$ cat config.mk
export PLATFORM = sky130hd
export DESIGN_NAME = spike_rate_monitor
export DESIGN_NICKNAME = d
export VERILOG_FILES = /design/src/rtl/spike_rate_monitor.sv
export SDC_FILE = /design/constraint.sdc
export NUM_CORES = 1
export LEC_CHECK = 0
export CELL_PAD_IN_SITES_DETAIL_PLACEMENT = 1
export CELL_PAD_IN_SITES_GLOBAL_PLACEMENT = 1
export CORE_MARGIN = 2
export CORE_UTILIZATION = 40
export DETAILED_ROUTE_END_ITERATION = 8
export PLACE_DENSITY = 0.75
export SYNTH_ARGS = -nofsm -noshare
export SYNTH_HDL_FRONTEND = slang
export SYNTH_SLANG_ARGS = --single-unit
export TNS_END_PERCENT = 30
$ cat constraint.sdc
create_clock -name clk -period 2.1 [get_ports clk]
set_input_delay 0.42 -clock clk [delete_from_list [all_inputs] [get_ports clk]]
set_output_delay 0.42 -clock clk [all_outputs]
set_load 0.005 [all_outputs]
$ cat src/rtl/spike_rate_monitor.sv
// Spike rate monitor: counts spike edges per programmable window
// and measures the inter-spike interval between consecutive edges.
module spike_rate_monitor #(
    parameter int WIN_W = 8,
    parameter int CNT_W = 8,
    parameter int ISI_W = 8
) (
    input  logic             clk,
    input  logic             rst,
    input  logic             enable,
    input  logic             spike_in,
    input  logic [WIN_W-1:0] window_len,
    output logic [CNT_W-1:0] rate_count,
    output logic             rate_valid,
    output logic [ISI_W-1:0] last_isi,
    output logic             isi_valid,
    output logic             win_busy
);

    typedef enum logic {
        IDLE,
        RUN
    } state_t;

    localparam logic [CNT_W-1:0] CNT_MAX = '1;
    localparam logic [ISI_W-1:0] ISI_MAX = '1;

    state_t           state_q, state_d;
    logic             spike_q;
    logic [WIN_W-1:0] win_cnt_q, win_cnt_d;
    logic [CNT_W-1:0] acc_q, acc_d;
    logic [ISI_W-1:0] isi_cnt_q, isi_cnt_d;
    logic             have_prev_q, have_prev_d;
    logic [CNT_W-1:0] rate_count_q, rate_count_d;
    logic             rate_valid_q, rate_valid_d;
    logic [ISI_W-1:0] last_isi_q, last_isi_d;
    logic             isi_valid_q, isi_valid_d;

    logic             edge_w;
    logic [WIN_W-1:0] win_load;
    logic [CNT_W-1:0] acc_sat;
    logic [ISI_W-1:0] isi_inc;

    // Rising edge of the spike line; a held level counts once.
    assign edge_w   = spike_in & ~spike_q;
    // A zero window length behaves as a one-cycle window.
    assign win_load = (window_len == '0) ? '0 : window_len - 1'b1;
    assign acc_sat  = (acc_q == CNT_MAX) ? CNT_MAX
                    : acc_q + {{(CNT_W-1){1'b0}}, edge_w};
    assign isi_inc  = (isi_cnt_q == ISI_MAX) ? ISI_MAX
                    : isi_cnt_q + 1'b1;

    // Next-state and measurement logic for the window FSM.
    always_comb begin
        state_d      = state_q;
        win_cnt_d    = win_cnt_q;
        acc_d        = acc_q;
        isi_cnt_d    = isi_cnt_q;
        have_prev_d  = have_prev_q;
        rate_count_d = rate_count_q;
        rate_valid_d = 1'b0;
        last_isi_d   = last_isi_q;
        isi_valid_d  = 1'b0;
        unique case (state_q)
            IDLE: begin
                acc_d       = '0;
                win_cnt_d   = '0;
                isi_cnt_d   = '0;
                have_prev_d = 1'b0;
                if (enable) begin
                    state_d   = RUN;
                    win_cnt_d = win_load;
                end
            end
            RUN: begin
                acc_d     = acc_sat;
                isi_cnt_d = isi_inc;
                if (edge_w) begin
                    isi_cnt_d = '0;
                    if (have_prev_q) begin
                        last_isi_d  = isi_inc;
                        isi_valid_d = 1'b1;
                    end else begin
                        have_prev_d = 1'b1;
                    end
                end
                if (win_cnt_q == '0) begin
                    rate_count_d = acc_sat;
                    rate_valid_d = 1'b1;
                    acc_d        = '0;
                    if (enable) begin
                        win_cnt_d = win_load;
                    end else begin
                        state_d = IDLE;
                    end
                end else if (!enable) begin
                    state_d = IDLE;
                    acc_d   = '0;
                end else begin
                    win_cnt_d = win_cnt_q - 1'b1;
                end
            end
            default: state_d = IDLE;
        endcase
    end

    // State and output registers with synchronous reset.
    always_ff @(posedge clk) begin
        if (rst) begin
            state_q      <= IDLE;
            spike_q      <= 1'b0;
            win_cnt_q    <= '0;
            acc_q        <= '0;
            isi_cnt_q    <= '0;
            have_prev_q  <= 1'b0;
            rate_count_q <= '0;
            rate_valid_q <= 1'b0;
            last_isi_q   <= '0;
            isi_valid_q  <= 1'b0;
        end else begin
            state_q      <= state_d;
            spike_q      <= spike_in;
            win_cnt_q    <= win_cnt_d;
            acc_q        <= acc_d;
            isi_cnt_q    <= isi_cnt_d;
            have_prev_q  <= have_prev_d;
            rate_count_q <= rate_count_d;
            rate_valid_q <= rate_valid_d;
            last_isi_q   <= last_isi_d;
            isi_valid_q  <= isi_valid_d;
        end
    end

    assign rate_count = rate_count_q;
    assign rate_valid = rate_valid_q;
    assign last_isi   = last_isi_q;
    assign isi_valid  = isi_valid_q;
    assign win_busy   = (state_q == RUN);

endmodule
==> Yosys cells after proc, flatten, opt, wreduce, memory -nomap -nowiden <==
Index checks and enable logic that the tools add are counted.
{ "op_classes": {"add_sub_neg": 4, "eq_ne": 4, "mux": 18, "n_bitwise": 4, "reduce_logical": 6} }
{ "op_table": {"columns": ["operator", "count"], "rows": [
  ["two-way mux 8 bit", 10],
  ["one-hot mux 8 bit (2 select lines)", 3],
  ["equality test 8 bit (second input constant)", 2],
  ["logical NOT 8 bit", 2],
  ["subtractor 8 x 1 -> 8 bit (second input constant)", 2],
  ["adder 8 x 1 -> 8 bit", 1],
  ["adder 8 x 1 -> 8 bit (second input constant)", 1],
  ["two-way mux 1 bit", 4],
  ["NOT 1 bit", 3],
  ["AND reduction 3 bit", 1],
  ["OR reduction 3 bit", 1],
  ["inequality test 2 x 1 -> 1 bit (second input constant)", 1],
  ["inequality test 2 bit (second input constant)", 1],
  ["one-hot mux 1 bit (2 select lines)", 1],
  ["AND reduction 2 bit", 1],
  ["OR reduction 2 bit", 1],
  ["AND 1 bit", 1]
]} }
{ "totals": {"regBits": 45, "output_inout_bits": 19, "word_cells": 46} }

==> Longest topological paths before layout <==
{ "logic_depth": {"word_depth": 7, "depth_mapped": 7} }

==> Worst setup path after synthesis <==
OpenSTA, ideal clock, no wires.
{ "synth_path": {"kind": "reg-to-reg", "from": "register win_cnt_q[0]", "to": "register win_cnt_q[0]", "arrival_time_ps": 1538, "slack_ps": 429, "path_stages_with_launch": 7, "n_path_buf": 1, "synth_period_minus_slack_ps": 1671, "cell_sequence": "dfxtp_1 > inv_1 > ha_1 > or3b_2 > o211ai_2 > buf_4 > o221ai_1"} }
{ "synth_via": {"elab_chain_len": 4, "elab_cells_between_ends": 5, "cone_classes": "add/sub (1); mux (3); reduce/logical (1)"} }
{ "synth_rtl": {"columns": ["element", "line_no", "rtl"], "rows": [
  ["start: declaration", "30", "logic [WIN_W-1:0] win_cnt_q, win_cnt_d;"],
  ["start signal: assignment", "123", "win_cnt_q <= win_cnt_d;"],
  ["subtractor 8 x 1 -> 8 bit", "100", "win_cnt_d = win_cnt_q - 1'b1;"],
  ["two-way mux 8 bit", "96", "end else if (!enable) begin"],
  ["two-way mux 8 bit *", "87", "if (win_cnt_q == '0) begin"],
  ["one-hot mux 8 bit (2 select lines) *", "64", "unique case (state_q)"]
]} }
Mark *: on every way between the ends. The rest lies on a longest branch, timed or not. The select of a mux whose other input is x is not followed.
A chain may end at the register's enable or synchronous reset.

==> Worst setup path in the final report <==
{ "layout_path": {"from": "input spike_in", "to": "register rate_count_q[4], in the netlist rate_count[4]"} }
{ "layout_via": {"elab_chain_len": 3} }
{ "layout_rtl": {"columns": ["element", "line_no", "rtl"], "rows": [
  ["start: declaration", "11", "input logic spike_in,"],
  ["AND 1 bit", "45", "assign edge_w = spike_in & ~spike_q;"],
  ["adder 8 x 1 -> 8 bit", "49", ": acc_q + {{(CNT_W-1){1'b0}}, edge_w};"],
  ["two-way mux 8 bit", "48", "assign acc_sat = (acc_q == CNT_MAX) ? CNT_MAX"],
  ["end signal: assignment", "127", "rate_count_q <= rate_count_d;"],
  ["end: declaration", "34", "logic [CNT_W-1:0] rate_count_q, rate_count_d;"]
]} }
Every way passes these cells.

==> impl_summary.log <==
INFO  metric clock_sinks = 45
INFO  metric maxClockFrequency = 0.539 GHz
INFO  metric number_of_remaining_drc_errors = 0
INFO  metric worst_setup_path_end_kind = flip-flop
INFO  metric max-cap-violations = 0
INFO  metric io_buffer_count = 30
INFO  metric report.final.slew_viol_count = 0
INFO  metric first_global_vias = 1858
INFO  metric die_width = 76.3 microns
INFO  metric post-route-min-period = 1850 ps
INFO  metric worst-endpoint-arrival = 2030 ps
INFO  metric placement_rows = 26
INFO  metric core_region_area = 0.00507 sq mm
INFO  metric grtUsageTotal = 18.3%
INFO  metric switching_share = 24.6%
INFO  metric post_synth_main_area_contributors = dfxtp_1, nor2_1, ha_1
INFO  metric clk_path_buf_depth = 2
INFO  metric die_height = 76.3 microns
INFO  metric drt-pass1-iter-count = 4
INFO  metric num-fill-cells = 628
INFO  metric min_period_over_period = 88.3%
INFO  metric drt_first_iter_violations = 45
INFO  metric yosysUniqueCellTypes = 43
INFO  metric synthesis.nets = 256
INFO  metric yosysTopAreaCell = dfxtp_1
INFO  metric pin_count_of_the_biggest_net_entering_global_routing = 15
INFO  metric post-cts-setup-buffers = 0
INFO  metric gp_congestion = 0.822
INFO  metric area_used_by_multi_input_combinational_logic = 0.00112 sq mm
INFO  metric dp.final_hpwl = 3720 microns
INFO  metric whs = 457 ps
INFO  metric share_comb_of_total_power = 12.9%
INFO  metric ys.warnings.count = 0
INFO  metric cts.root.buffer_cell = clkbuf_8
INFO  metric detail-route-antenna-nets = 0
INFO  metric globalRoute.totalOverflow = 0
INFO  metric hold_path_class = flip-flop to flip-flop
INFO  metric synth.yosys.seq_area_share = 43.1%
INFO  metric cts_resized = 0
INFO  metric hold-path-cell-count = 2
INFO  metric seq_power_share = 50.4%
INFO  metric grt_first_pass_wirelength = 8690 microns
INFO  metric postSynth.topFlopCell = dfxtp_1
INFO  metric count_of_flip_flops_with_a_built_in_enable_after_synthesis = 0
INFO  metric critical_path.startpoint_type = primary input
INFO  metric htree_num_levels = 2
INFO  metric num_vias = 1832
INFO  metric status = complete, no violations
INFO  metric grt_antenna_before_repair = 0
INFO  metric layout_stage_area_growth_over_the_synthesis_result = 25.3%
INFO  metric critical_path_class = primary input to flip-flop
INFO  metric worst_skew_pair.late_latency = 300 ps
INFO  metric dieArea = 0.00582 sq mm
INFO  metric synth-async-reset-ratio = 0%
INFO  metric n_antenna_cell = 0
INFO  metric utilization = 51.6%
INFO  metric synthesis.instances = 237
INFO  metric rsz0062_at_grt = false
INFO  metric clock-skew-final = 11.8 ps
INFO  metric worstRegToRegCells = 6
INFO  metric boundaryPins = 31
INFO  metric power.share.clock = 36.7%
INFO  metric cts_made_buffers = 5
INFO  metric setup.reg_to_reg.worst_slack = 270 ps
INFO  metric r2r_start = win_cnt_q[0]
INFO  metric worst_slack = 246 ps
INFO  metric netSwitchingPower = 439 uW
INFO  metric report.final.setup_viol = 0
INFO  metric hold_buffers = 0
INFO  metric final_hold_viol_count = 0
INFO  metric timing.critical_path.required = 2280 ps
INFO  metric hp-start = last_isi[4]
INFO  metric effective_utilization_at_floorplan = 41.2%
INFO  metric internal-power = 1.35 mW
INFO  metric post_route_cells_drive_above_1_share = 8.00%
INFO  metric worstHoldEndpoint = last_isi[4]
INFO  metric p_leak = 0.991 nW
INFO  metric tritoncts = yes
INFO  metric worst_slew_margin_rel = 69.7%
INFO  metric post_synthesis_cell_area = 0.00209 sq mm
INFO  metric power_density = 683 mW/mm^2
INFO  metric avgViaCountPerCell = 5.31
INFO  metric synth.ff_latch_count = 45
INFO  metric yosys.area.top_type_share = 43.1%
INFO  metric drt-total-wl = 4880 microns
INFO  metric crit_path_max_fanout = 3
INFO  metric average_wire_per_cell_in_the_routed_design = 14.1 microns
INFO  metric preCtsSetupSlack = -66.6 ps
INFO  metric area.sequential = 901 sq um
INFO  metric r2r-end = win_cnt_q[3]
INFO  metric nets = 293
INFO  metric vdd_drop_max = 278 uV
INFO  metric syn-mean-instance-area = 8.82 sq um
INFO  metric clkSlewWorstSetupHoldPaths = 80 ps
INFO  metric worstMarginPinSlew = 450 ps
## final cells by class
cell class / instances / share of cell area [%]
clock buffer: 6 / 2.77
sequential: 45 / 34.4
inverter: 7 / 1.00
timing repair buffer: 38 / 14.2
tap: 70 / 3.35
multi-input combinational: 177 / 42.7
clock inverter: 2 / 1.48
## power by group through the flow
| stage | clock network (mW) | logic [mW] | registers, mW |
|---|---|---|---|
| 4_1_cts | 0.681 | 0.234 | 0.901 |
| 5_1_grt | 0.718 | 0.259 | 0.905 |
| 3_5_place_dp | 0 | 0.231 | 0.921 |
| 6_report | 0.657 | 0.230 | 0.901 |
| 3_3_place_gp | 0 | 0.226 | 0.920 |
| 2_1_floorplan | 0 | 0.154 | 0.913 |
## Yosys cell counts (6+ instances only)
cell,number
mux2i_1,8
nand2_1,20
nor2_1,40
nor2b_1,6
ha_1,7
and3_1,6
inv_1,7
nand2b_1,6
a21oi_1,9
a211oi_1,8
o22ai_1,8
dfxtp_1,45
## critical path, cell delays in order
cell	delay, ps
clkdlybuf4s50_1	460
nor2b_1	190
ha_1	220
ha_1	200
and3_1	180
o211ai_1	90
o21ai_0	130
o22ai_1	140
## logic make-up (layout without fill, tap and decap cells)
group / after synthesis / after routing / synth area share (%)
DFF: 45 / 45 / 43.1
adders and majority gates: 7 / 7 / 4.19
and+or+nand+nor: 110 / 110 / 26.9
xor gates and xnor gates: 10 / 10 / 4.19
buffers and inverters: 15 / 53 / 3.35
muxes: 8 / 8 / 3.83
AOI/OAI and AO/OA: 42 / 42 / 14.4
## worst max-delay path by stage
stage / slack (ps) / startpoint / to / cells past startpoint
6_report: 250 / spike_in / rate_count[4] / 8
5_1_grt: 70 / spike_in / rate_count[4] / 8
4_1_cts: 240 / win_cnt_q[0] / rate_count[3] / 6
3_5_place_dp: -70 / spike_in / rate_count[4] / 8
3_3_place_gp: 20 / spike_in / rate_count[4] / 8
2_1_floorplan: 430 / win_cnt_q[0] / win_cnt_q[0] / 6
## routing by layer
metal	share of wire, %	track usage, %
met1	48	22.8
met2	49	32.0
met3	2.3	2.84
met4	1.6	6.55
met5	0	0
## metrics by stage
stage	power, mW	area [sq um]	instances	setup TNS [ps]
6_report	1.79	2620	345	0
5_1_grt	1.88	2620	345	0
4_1_cts	1.82	2620	345	0
3_5_place_dp	1.15	2510	337	-66.6
3_3_place_gp	1.15	2510	337	0
2_1_floorplan	1.07	2090	237	0
## flip-flops by register name (all words and copies together), names as in the netlist
register / cells
rate_valid: 1
isi_valid: 1
win_cnt_q: 8
rate_count: 8
last_isi: 8
have_prev_q: 1
acc_q: 8
isi_cnt_q: 8
spike_q: 1
win_busy: 1
## cell usage in the layout (no fill, tap or decap), types with 3 or more instances in the layout
cell type	n
nor3_1	5
buf_4	7
inv_1	7
and3_1	6
and4_1	3
o221ai_1	3
xor2_1	5
nand4_1	5
nor3b_1	4
o22ai_1	8
a211oi_1	8
nor2b_1	6
clkbuf_8	5
xnor2_1	5
a21oi_1	9
ha_1	7
mux2i_1	8
nand2_1	20
dfxtp_1	45
nand2b_1	6
clkdlybuf4s50_1	30
nor2_1	40
nand3_1	5
Note: power is estimated with default switching activity, not from simulation.
